[config.mk]
export PLATFORM = sky130hd
export DESIGN_NAME = imem_loader
export DESIGN_NICKNAME = d
export VERILOG_FILES = /design/src/rtl/imem_loader.sv
export SDC_FILE = /design/constraint.sdc
export NUM_CORES = 1
export LEC_CHECK = 0
export CORE_MARGIN = 8
export CORE_UTILIZATION = 23
export CTS_CLUSTER_DIAMETER = 30
export CTS_CLUSTER_SIZE = 12
export DETAILED_ROUTE_END_ITERATION = 16
export GPL_TIMING_DRIVEN = 0
export PLACE_DENSITY_LB_ADDON = 0.08
export SYNTH_ARGS = -nofsm -noshare
export SYNTH_HDL_FRONTEND = slang
export SYNTH_SLANG_ARGS = --single-unit
[constraint.sdc]
create_clock -name clk -period 6.6 [get_ports clk]
set_input_delay 0.99 -clock clk [delete_from_list [all_inputs] [get_ports clk]]
set_output_delay 0.99 -clock clk [all_outputs]
set_load 0.01 [all_outputs]
[src/rtl/imem_loader.sv]
// imem_loader: streams host instruction words into the 1024x32 instruction
// memory, reads the same range back, and compares write/read checksums while
// holding the CPU stalled.
//
// state  | meaning
// IDLE   | waiting for load_start; CPU released
// WRITE  | accepting host beats, one imem write per accepted beat
// VERIFY | issuing read addresses and accumulating read data
// FINISH | one-cycle done pulse with checksum result on pass
module imem_loader #(
    parameter int ADDR_W = 10,
    parameter int DATA_W = 32,
    parameter int DEPTH  = 2**ADDR_W
) (
    input  logic              clk,
    input  logic              rst_n,
    input  logic              load_start,
    input  logic [ADDR_W-1:0] load_base,
    input  logic [ADDR_W:0]   load_len,
    input  logic [DATA_W-1:0] wr_data,
    input  logic              wr_valid,
    output logic              wr_ready,
    output logic              mem_we,
    output logic [ADDR_W-1:0] mem_addr,
    output logic [DATA_W-1:0] mem_wdata,
    input  logic [DATA_W-1:0] mem_rdata,
    output logic              cpu_hold,
    output logic              busy,
    output logic              done,
    output logic              pass,
    output logic              len_err
);

    localparam logic [ADDR_W:0] LEN_MAX = (ADDR_W+1)'(DEPTH);

    typedef enum logic [1:0] {IDLE, WRITE, VERIFY, FINISH} state_t;

    state_t             state, state_nxt;
    logic [ADDR_W-1:0]  base;
    logic [ADDR_W:0]    len;
    logic [ADDR_W:0]    wcnt;
    logic [ADDR_W:0]    icnt;
    logic [ADDR_W:0]    scnt;
    logic [DATA_W-1:0]  wsum;
    logic [DATA_W-1:0]  rsum;
    logic               rd_iss;
    logic               rd_smp;

    logic len_legal, start_ok, beat, write_last, issue, sample, read_last;

    // rd_iss marks that mem_addr currently holds a read address; rd_smp marks
    // that mem_rdata now carries the data for that address (one cycle later).
    assign len_legal  = (load_len != '0) && (load_len <= LEN_MAX);
    assign start_ok   = (state == IDLE) && load_start && len_legal;
    assign beat       = (state == WRITE) && wr_valid;
    assign write_last = beat && ((wcnt + 1'b1) == len);
    assign issue      = (state == VERIFY) && (icnt != len);
    assign sample     = (state == VERIFY) && rd_smp;
    assign read_last  = sample && ((scnt + 1'b1) == len);

    // State register
    always_ff @(posedge clk or negedge rst_n) begin
        if (!rst_n) state <= IDLE;
        else        state <= state_nxt;
    end

    // Next-state logic
    always_comb begin
        state_nxt = state;
        case (state)
            IDLE:    if (start_ok)   state_nxt = WRITE;
            WRITE:   if (write_last) state_nxt = VERIFY;
            VERIFY:  if (read_last)  state_nxt = FINISH;
            FINISH:                  state_nxt = IDLE;
            default:                 state_nxt = IDLE;
        endcase
    end

    // State-decoded outputs
    always_comb begin
        wr_ready = (state == WRITE);
        busy     = (state != IDLE);
        cpu_hold = (state != IDLE);
        done     = (state == FINISH);
    end

    // Datapath: latch request, drive imem port, accumulate checksums
    always_ff @(posedge clk or negedge rst_n) begin
        if (!rst_n) begin
            base      <= '0;
            len       <= '0;
            wcnt      <= '0;
            icnt      <= '0;
            scnt      <= '0;
            wsum      <= '0;
            rsum      <= '0;
            rd_iss    <= 1'b0;
            rd_smp    <= 1'b0;
            mem_we    <= 1'b0;
            mem_addr  <= '0;
            mem_wdata <= '0;
            pass      <= 1'b0;
            len_err   <= 1'b0;
        end else begin
            len_err <= (state == IDLE) && load_start && !len_legal;
            mem_we  <= beat;
            rd_iss  <= issue;
            rd_smp  <= rd_iss;

            if (start_ok) begin
                base <= load_base;
                len  <= load_len;
                wcnt <= '0;
                icnt <= '0;
                scnt <= '0;
                wsum <= '0;
                rsum <= '0;
                pass <= 1'b0;
            end

            if (beat) begin
                mem_addr  <= base + wcnt[ADDR_W-1:0];
                mem_wdata <= wr_data;
                wsum      <= wsum + wr_data;
                wcnt      <= wcnt + 1'b1;
            end

            if (issue) begin
                mem_addr <= base + icnt[ADDR_W-1:0];
                icnt     <= icnt + 1'b1;
            end

            if (sample) begin
                rsum <= rsum + mem_rdata;
                scnt <= scnt + 1'b1;
            end

            // Result uses the final accumulated value so it is visible in FINISH
            if (read_last)
                pass <= ((rsum + mem_rdata) == wsum);
        end
    end

endmodule

=== Word level (Yosys, flattened, before mapping) ===
Index checks and enable logic that the tools add are counted.

* Register bits: 167
* Input bits: 89
* Output and inout bits: 49
* Word-level logic and storage cells: 67

* Add/sub/neg operators: 7
* Order comparisons: 1
* Eq/ne operators: 10
* Mux-type cells: 15
* Reductions and logical operators: 19

{| class="wikitable"
|+ Operators by type and width
! kind !! number
|-
| 32-bit 2-to-1 mux || 3
|-
| 32-bit adder || 2
|-
| 11-bit 2-to-1 mux || 4
|-
| 11-bit by 1-bit adder with 11-bit output, second input constant || 3
|-
| 32-bit == test || 1
|-
| 11-bit == test || 2
|-
| 10-bit adder || 2
|-
| 10-bit 2-to-1 mux || 2
|-
| 2-bit nonzero test || 6
|-
| 11-bit <= comparator, second input constant || 1
|-
| 11-bit != test || 1
|-
| 11-bit nonzero test || 1
|-
| 1-bit logical AND || 9
|-
| 2-bit one-hot mux with 4 select lines || 1
|-
| 2-bit 2-to-1 mux || 3
|-
| 2-bit == test, second input constant || 2
|-
| 2-bit != test, second input constant || 2
|-
| 3-bit AND reduction || 1
|-
| 2-bit by 1-bit == test with 1-bit output, second input constant || 1
|-
| 2-bit logical NOT || 1
|-
| 1-bit 2-to-1 mux || 2
|-
| 2-bit by 1-bit != test with 1-bit output, second input constant || 1
|-
| 1-bit logical NOT || 1
|}

=== Depth between registers and ports, before layout ===
Gate-level depths: netlist of the first run.

* Depth after elaboration: 5
* Depth in mapped cells: 20
* Gate-level depth less buffers: 18

=== Worst setup path before layout of the first run ===
No wires, ideal clock.

* Kind: input to register
* Start: input port mem_rdata[4]
* End: register pass
* Library setup time: 66 ps
* Arrival time: 3869 ps
* Data required time: 6534 ps
* Setup slack: 2665 ps
* Stages on the path: 13
* Buffers on the path: 1
* Cells stage by stage: ha_1 > buf_4 > inv_1 > o31ai_4 > a2111oi_2 > or4_4 > and2_4 > a32o_1 > a2111oi_2 > or4b_1 > nor4_1 > nand4b_1 > nand2_1

* Longest elaborated chain between the ends: 3

{| class="wikitable"
|+ Ends and longest elaborated chain
! item !! RTL line !! text
|-
| from (decl) || 26 || <nowiki>input logic [DATA_W-1:0] mem_rdata,</nowiki>
|-
| 32-bit adder || 140 || <nowiki>pass <= ((rsum + mem_rdata) == wsum);</nowiki>
|-
| 32-bit == test || 140 ||
|-
| 1-bit 2-to-1 mux || 139 || <nowiki>if (read_last)</nowiki>
|-
| to (signal assigned) || 140 ||
|-
| to (decl) || 30 || <nowiki>output logic pass,</nowiki>
|}

Every way passes these cells.
A chain may end at the register's enable or synchronous reset.

=== Worst setup path in the final report of the first run ===
* Start: input port mem_rdata[0]
* End: register pass

Same word-level chain as after synthesis.

==> results by group, run 1 <==
Finish
  • Area grow syn2layout: 23.6%
  • Total area of sequential cells: 4180 µm²
  • Multi-input logic area: 7380 µm²
  • Share of cells above drive strength 1: 6.32%
  • # diodes: 0
  • Finished Layout Cells: 2255
  • Final Util: 28.5%
  • Most common cell after layout, fill and taps aside: nand2_1
  • Layout fillers: 5681
  • Nets: 1726
  • Most frequent cells in the layout: nand2_1, dfrtp_1, clkdlybuf4s50_1

Clock tree
  • Clock Latency Late Sink: 490 ps
  • Num CTS Buffers: 17
  • # resized after CTS: 0
  • Clk sinks: 167
  • CTS Buffer Depth: 2
  • Root buffer cell: clkbuf_16
  • Hold buffers post-CTS: 0
  • Clk slew on worst S/H paths: 70 ps
  • TritonCTS clock tree: yes
  • H-tree depth: 4
  • Buffer count from post-CTS setup fixing: 0

Placed design
  • Post-DP HPWL: 33.6 mm
  • Setup WS pre-CTS: 1240 ps
  • Placed insts: 2224
  • # port buffers: 137
  • GP Congestion: 0.816

Critical path
  • R2R Path End: mem_addr[9]
  • CP Launch Type: input port
  • R2r setup slk: 1890 ps
  • Worst setup EP type: register
  • WP data arrival: 5360 ps
  • Crit Path Category: in2reg
  • Slowest cell on the critical path: o21ai_0
  • Crit Path Max Fanout: 8
  • FF-to-FF path depth: 19
  • Crit-path max cell delay: 560 ps
  • Worst r2r src: len[2]
  • Ordered list of cells on the worst path: clkdlybuf4s50_1 > ha_1 > inv_1 > fa_1 > nor2b_1 > o31a_1 > o211ai_1 > a211o_1 > nand3_1 > a21oi_1 > o21ai_0 > xor3_2 > nor4_1 > nand4b_1 > nand2_1
  • WP data required: 7030 ps

Yosys
  • FFs w/ async S/R, synth: 100%
  • Syn. warnings: 0
  • Synthesized area per cell: 8.62 µm²
  • Net Count, Synth: 1568
  • Mapped cell area: 12000 µm²
  • Yosys reg bits: 167
  • Gate Count Post-Synth: 1397
  • Most used DFF post-synth: dfrtp_1
  • Netlist cell types: 79
  • EDFF count, synth: 0
  • Fraction of the yosys area taken by sequential cells: 34.7%

Timing
  • Final setup vio count: 0
  • Period minus WS final: 4940 ps
  • Slew Limit Fails: 0
  • Final Hold Vio Count: 0
  • Final WS setup: 1660 ps
  • Final Skew: 7.19 ps
  • RSZ-0062 raised after global routing: false
  • Worst Max-Slew Pin Slew: 1020 ps
  • Tcrit/Tclk final: 74.8%
  • Fmax achieved: 203 MHz
  • Relative slew margins: 30.3%
  • Total negative slack: 0 ps

Floorplan
  • CORE AREA: 52100 µm²
  • I/O pin total: 138
  • Starting Density: 23.1%
  • Die area: 59900 µm²
  • Die width: 245 µm
  • Core Rows: 84
  • Die Ht: 245 µm

Detailed routing
  • Drt total wl: 43.5 mm
  • Routed Antenna Nets: 0
  • Routed vias: 10600
  • Avg WL per Cell: 19.3 µm
  • Pre-antenna DRT Iters: 5
  • DR iter-0 viols: 589
  • Routed vias/inst: 4.72
  • DRC viols: 0

GRT
  • Vias in the first global route: 10900
  • GRT Total Usage: 14.6%
  • Total congestion overflow: 0
  • First-pass GRT wire length: 66.7 mm
  • Largest net degree at the start of global routing: 104
  • Initial antenna violation count: 0

Hold path
  • Hold path endpoint: rd_smp
  • Hold Path Stages: 0
  • Min-delay src: rd_iss
  • HP Class: reg2reg

Status
  • Outcome: finished clean

Power
  • Leakage power total: 6.51 nW
  • Worst vdd ir: 0.000155 V
  • Pwr/cell area: 420 nW/µm²

Run
  • Maxcap violations: 0
[worst max-delay path, delay by kind of cell]
family | cells | cell delay [ps]
buffers and inverters | 2 | 610
xor gates and xnor gates | 1 | 390
AOI/OAI and AO/OA | 5 | 1630
and+or+nand+nor | 5 | 1070
adders and majority gates | 2 | 650
[through the flow]
stage               cell area (µm²)  hold WS (ps)  power [W]
CTS                           14900           362    0.00635
global placement              14300           335    0.00527
finish                        14900           361    0.00624
detailed placement            14300           346    0.00528
global route                  14900           374    0.00678
floorplan                     12000           331    0.00402
[sequential cells by signal (all words and copies together), names as in the netlist, 10 cells and up]
signal     cells
mem_wdata     32
rsum          32
wsum          32
icnt          11
len           11
scnt          11
wcnt          11
base          10
mem_addr      10
[kinds of logic after synthesis]
group	synth area share [%]
adder cells (fa/ha/maj)	8.71
AO/OA/AOI/OAI	19.7
XOR/XNOR	10.6
multiplexers	2.74
buffers and inverters	3.96
flip-flops	34.7
AND/OR/NAND/NOR	19.5
[synth_stat cells, drive strengths merged (32+ instances only)]
cell type    n  share of area, %
a21o        32               2.0
a21oi       81               3.4
clkbuf      53               1.7
dfrtp      167                35
ha          79               8.2
inv         34               1.1
nand2      230               7.2
nand3       81               3.4
nor2        73               2.3
o21ai      133               5.6
xnor2       77               5.6
xor2        45               3.3
[per-layer routing]
metal | vias to the layer above | wire length (µm) | part of all wire [%] | track usage (%)
met4 | 0 | 652 | 1.5 | 3.98
li1 | 5298 | - | - | -
met5 | - | 0 | 0 | 0
met1 | 5137 | 22200 | 51 | 20.5
met3 | 31 | 1510 | 3.5 | 3.28
met2 | 169 | 19200 | 44 | 22.3
[power breakdown]
group | switching, W | internal, W | total [W]
Clock | 0.000465 | 0.000544 | 0.00101
Sequential | 0.000427 | 0.00140 | 0.00182
Combinational | 0.00187 | 0.00154 | 0.00341
[area by class of cell]
type	instances	share of cell area, %
Timing Repair Buffer	139	9.62
Buffer	73	2.35
Clock inverter	8	0.496
Sequential cell	167	28.1
Multi-Input combinational cell	1123	49.6
Tap cell	688	5.78
Inverter	34	0.858
Clock buffer	23	3.21
[how the worst max path moves through the flow]
stage | start | to | slack [ps] | cells past startpoint
2_1_floorplan | mem_rdata[4] | pass | 2670 | 13
3_5_place_dp | mem_rdata[0] | pass | 1240 | 15
6_report | mem_rdata[0] | pass | 1660 | 15
3_3_place_gp | rst_n | len[6] | -3630 | 1
4_1_cts | mem_rdata[0] | pass | 1750 | 15
5_1_grt | len[2] | mem_addr[9] | 1400 | 19
Note: power is estimated with default switching activity, not from simulation.
==> run 2: changes to the inputs <==
Clock period 6.6 ns to 4.4 ns, I/O delays scaled along.
==> run 2 against run 1 <==
Critical path depth shrank 2. Final area grew 0.76%. Largest cell class unchanged. Combinational power grew 52%. Die area is the same.
==> results by group, run 2 (synthesis gave the netlist of run 1 again) <==
Status
  • Outcome: finished clean

Detailed routing
  • Drt total wl: 43.5 mm
  • Routed vias/inst: 4.73
  • Routed vias: 10700
  • DR iter-0 viols: 645
  • Routed Antenna Nets: 0
  • Pre-antenna DRT Iters: 5
  • Avg WL per Cell: 19.3 µm
  • DRC viols: 0

Floorplan
  • Core Rows: 84
  • I/O pin total: 138
  • Die area: 59900 µm²
  • CORE AREA: 52100 µm²
  • Die Ht: 245 µm
  • Die width: 245 µm
  • Starting Density: 23.1%

Critical path
  • Crit Path Max Fanout: 4
  • WP data arrival: 4610 ps
  • CP bufs+invs: 1
  • Worst setup EP type: register
  • CP Launch Type: input port
  • Crit Path Category: in2reg
  • Crit-path max cell delay: 520 ps
  • WP data required: 4830 ps
  • Ordered list of cells on the worst path: clkdlybuf4s50_1 > ha_1 > nor2b_2 > o31a_1 > o211ai_1 > a31oi_2 > nor2_1 > xnor3_2 > a2111oi_4 > or4b_4 > nor4_2 > nand4b_1 > nand2_1
  • Cell family with most CP delay: simple AND/OR/NAND/NOR gates
  • Slowest cell on the critical path: or4b_4

GRT
  • Met3 Resource Use GR: 3.28%
  • GR met2 Demand/Resource: 22.3%
  • First-pass GRT wire length: 66.7 mm
  • Total congestion overflow: 0
  • Met1 track demand over resource: 20.5%
  • GRT Total Usage: 14.6%
  • Most used routing layer in global routing: met2
  • Largest net degree at the start of global routing: 104
  • Initial antenna violation count: 0
  • Vias in the first global route: 10900

Clock tree
  • Num CTS Buffers: 17
  • Clk sinks: 167
  • Clk slew on worst S/H paths: 70 ps
  • CTS Buffer Depth: 2
  • TritonCTS clock tree: yes
  • Clock Latency Late Sink: 490 ps
  • Root buffer cell: clkbuf_16
  • Hold buffers post-CTS: 0
  • H-tree depth: 4

Placed design
  • # port buffers: 137
  • GP Congestion: 0.816
  • Post-DP HPWL: 33.6 mm
  • Placed insts: 2224

Finish
  • Layout fillers: 5663
  • Area grow syn2layout: 24.6%
  • Nets: 1730
  • Top Registers: mem_wdata (32), rsum (32), wsum (32)
  • Most frequent cells in the layout: nand2_1, dfrtp_1, clkdlybuf4s50_1
  • Most common cell after layout, fill and taps aside: nand2_1
  • # diodes: 0
  • Final Util: 28.8%
  • Share of cells above drive strength 1: 7.51%
  • Finished Layout Cells: 2259

Power
  • Worst vdd ir: 0.000233 V
  • Leakage power total: 6.57 nW
  • Pwr/cell area: 630 nW/µm²

Timing
  • Final Skew: 6.39 ps
  • Final Hold Vio Count: 0
  • Slew Limit Fails: 0
  • Relative slew margins: 33.1%
  • Tcrit/Tclk final: 95.0%
  • Period minus WS final: 4180 ps
  • Fmax achieved: 239 MHz
  • RSZ-0062 raised after global routing: false
  • Final setup vio count: 0
  • Worst Max-Slew Pin Slew: 979 ps

Hold path
  • HP Class: in2async

Run
  • Maxcap violations: 0
[run 2: changes by cell type in the layout (fill, tap and decap cells not counted), sizes merged]
| cell | delta |
|---|---|
| clkbuf | -1 |
| buf | +5 |
| clkdlybuf4s50 | -1 |
| dlymetal6s2s | +1 |
[run 2: final timing paths]
| check | startpoint | depth (start not counted) | slack (ps) | end |
|---|---|---|---|---|
| hold / removal | rst_n | 2 | 210 | mem_wdata[13] |
| max in group asynchronous | rst_n | 3 | 3400 | len[5] |
| setup / recovery | mem_rdata[2] | 13 | 220 | pass |
| hold reg to reg | rd_iss | 0 | 360 | rd_smp |
| min in group clk | rd_iss | 0 | 360 | rd_smp |
| setup reg to reg | len[2] | 19 | 380 | mem_addr[9] |
[run 2: repair_timing]
item                                   in CTS  in global routing
setup endpoints to repair                   3                  4
endpoints found under the hold margin       0                  0
pin swaps                                   0                  6
setup buffers                               0                  5
resized for setup                           4                 18
gates cloned                                0                  0
[run 2: layer usage]
metal  wire, µm  share of wire, %  up-vias
li1           -                 -     5304
met3       1680               3.9       31
met4        658               1.5        0
met5          0                 0        -
met1      22000                50     5181
met2      19200                44      176
[run 2: final cells by class]
type	instances	area, µm²	area share, %
clock buffer	23	478	3.19
timing repair buffer	144	1470	9.81
multi-input combinational	1123	7450	49.7
tap	688	861	5.74
buffer	72	350	2.34
sequential	167	4180	27.9
clock inverter	8	73.8	0.492
inverter	34	128	0.851
[run 2: power breakdown]
group	leakage [nW]	switching [W]	internal, W
sequential	2.15	0.000642	0.00210
clock	0.269	0.000699	0.000816
combinational	4.15	0.00285	0.00235
[run 2: worst reg2reg max path: cells and delay by family, from the launching register on]
kind                     cells  cell delay [ps]
buffers and inverters        3              630
XOR/XNOR                     2              330
adder cells (fa/ha/maj)      1              200
multiplexers                 1              270
AND/OR/NAND/NOR              3              360
flip-flops                   1              360
AO/OA/AOI/OAI                9             1780
[run 2: through the flow]
stage	hold slack, ps	area, µm²	setup slack (ps)	setup TNS [ps]	power [W]
finish	210	15000	219	0	0.00945
global route	223	15000	44.9	0	0.0103
CTS	204	14900	40.3	0	0.00953
detailed placement	346	14300	-631	-1710	0.00792
global placement	335	14300	-5500	-913460	0.00791
floorplan	331	12000	728	0	0.00604
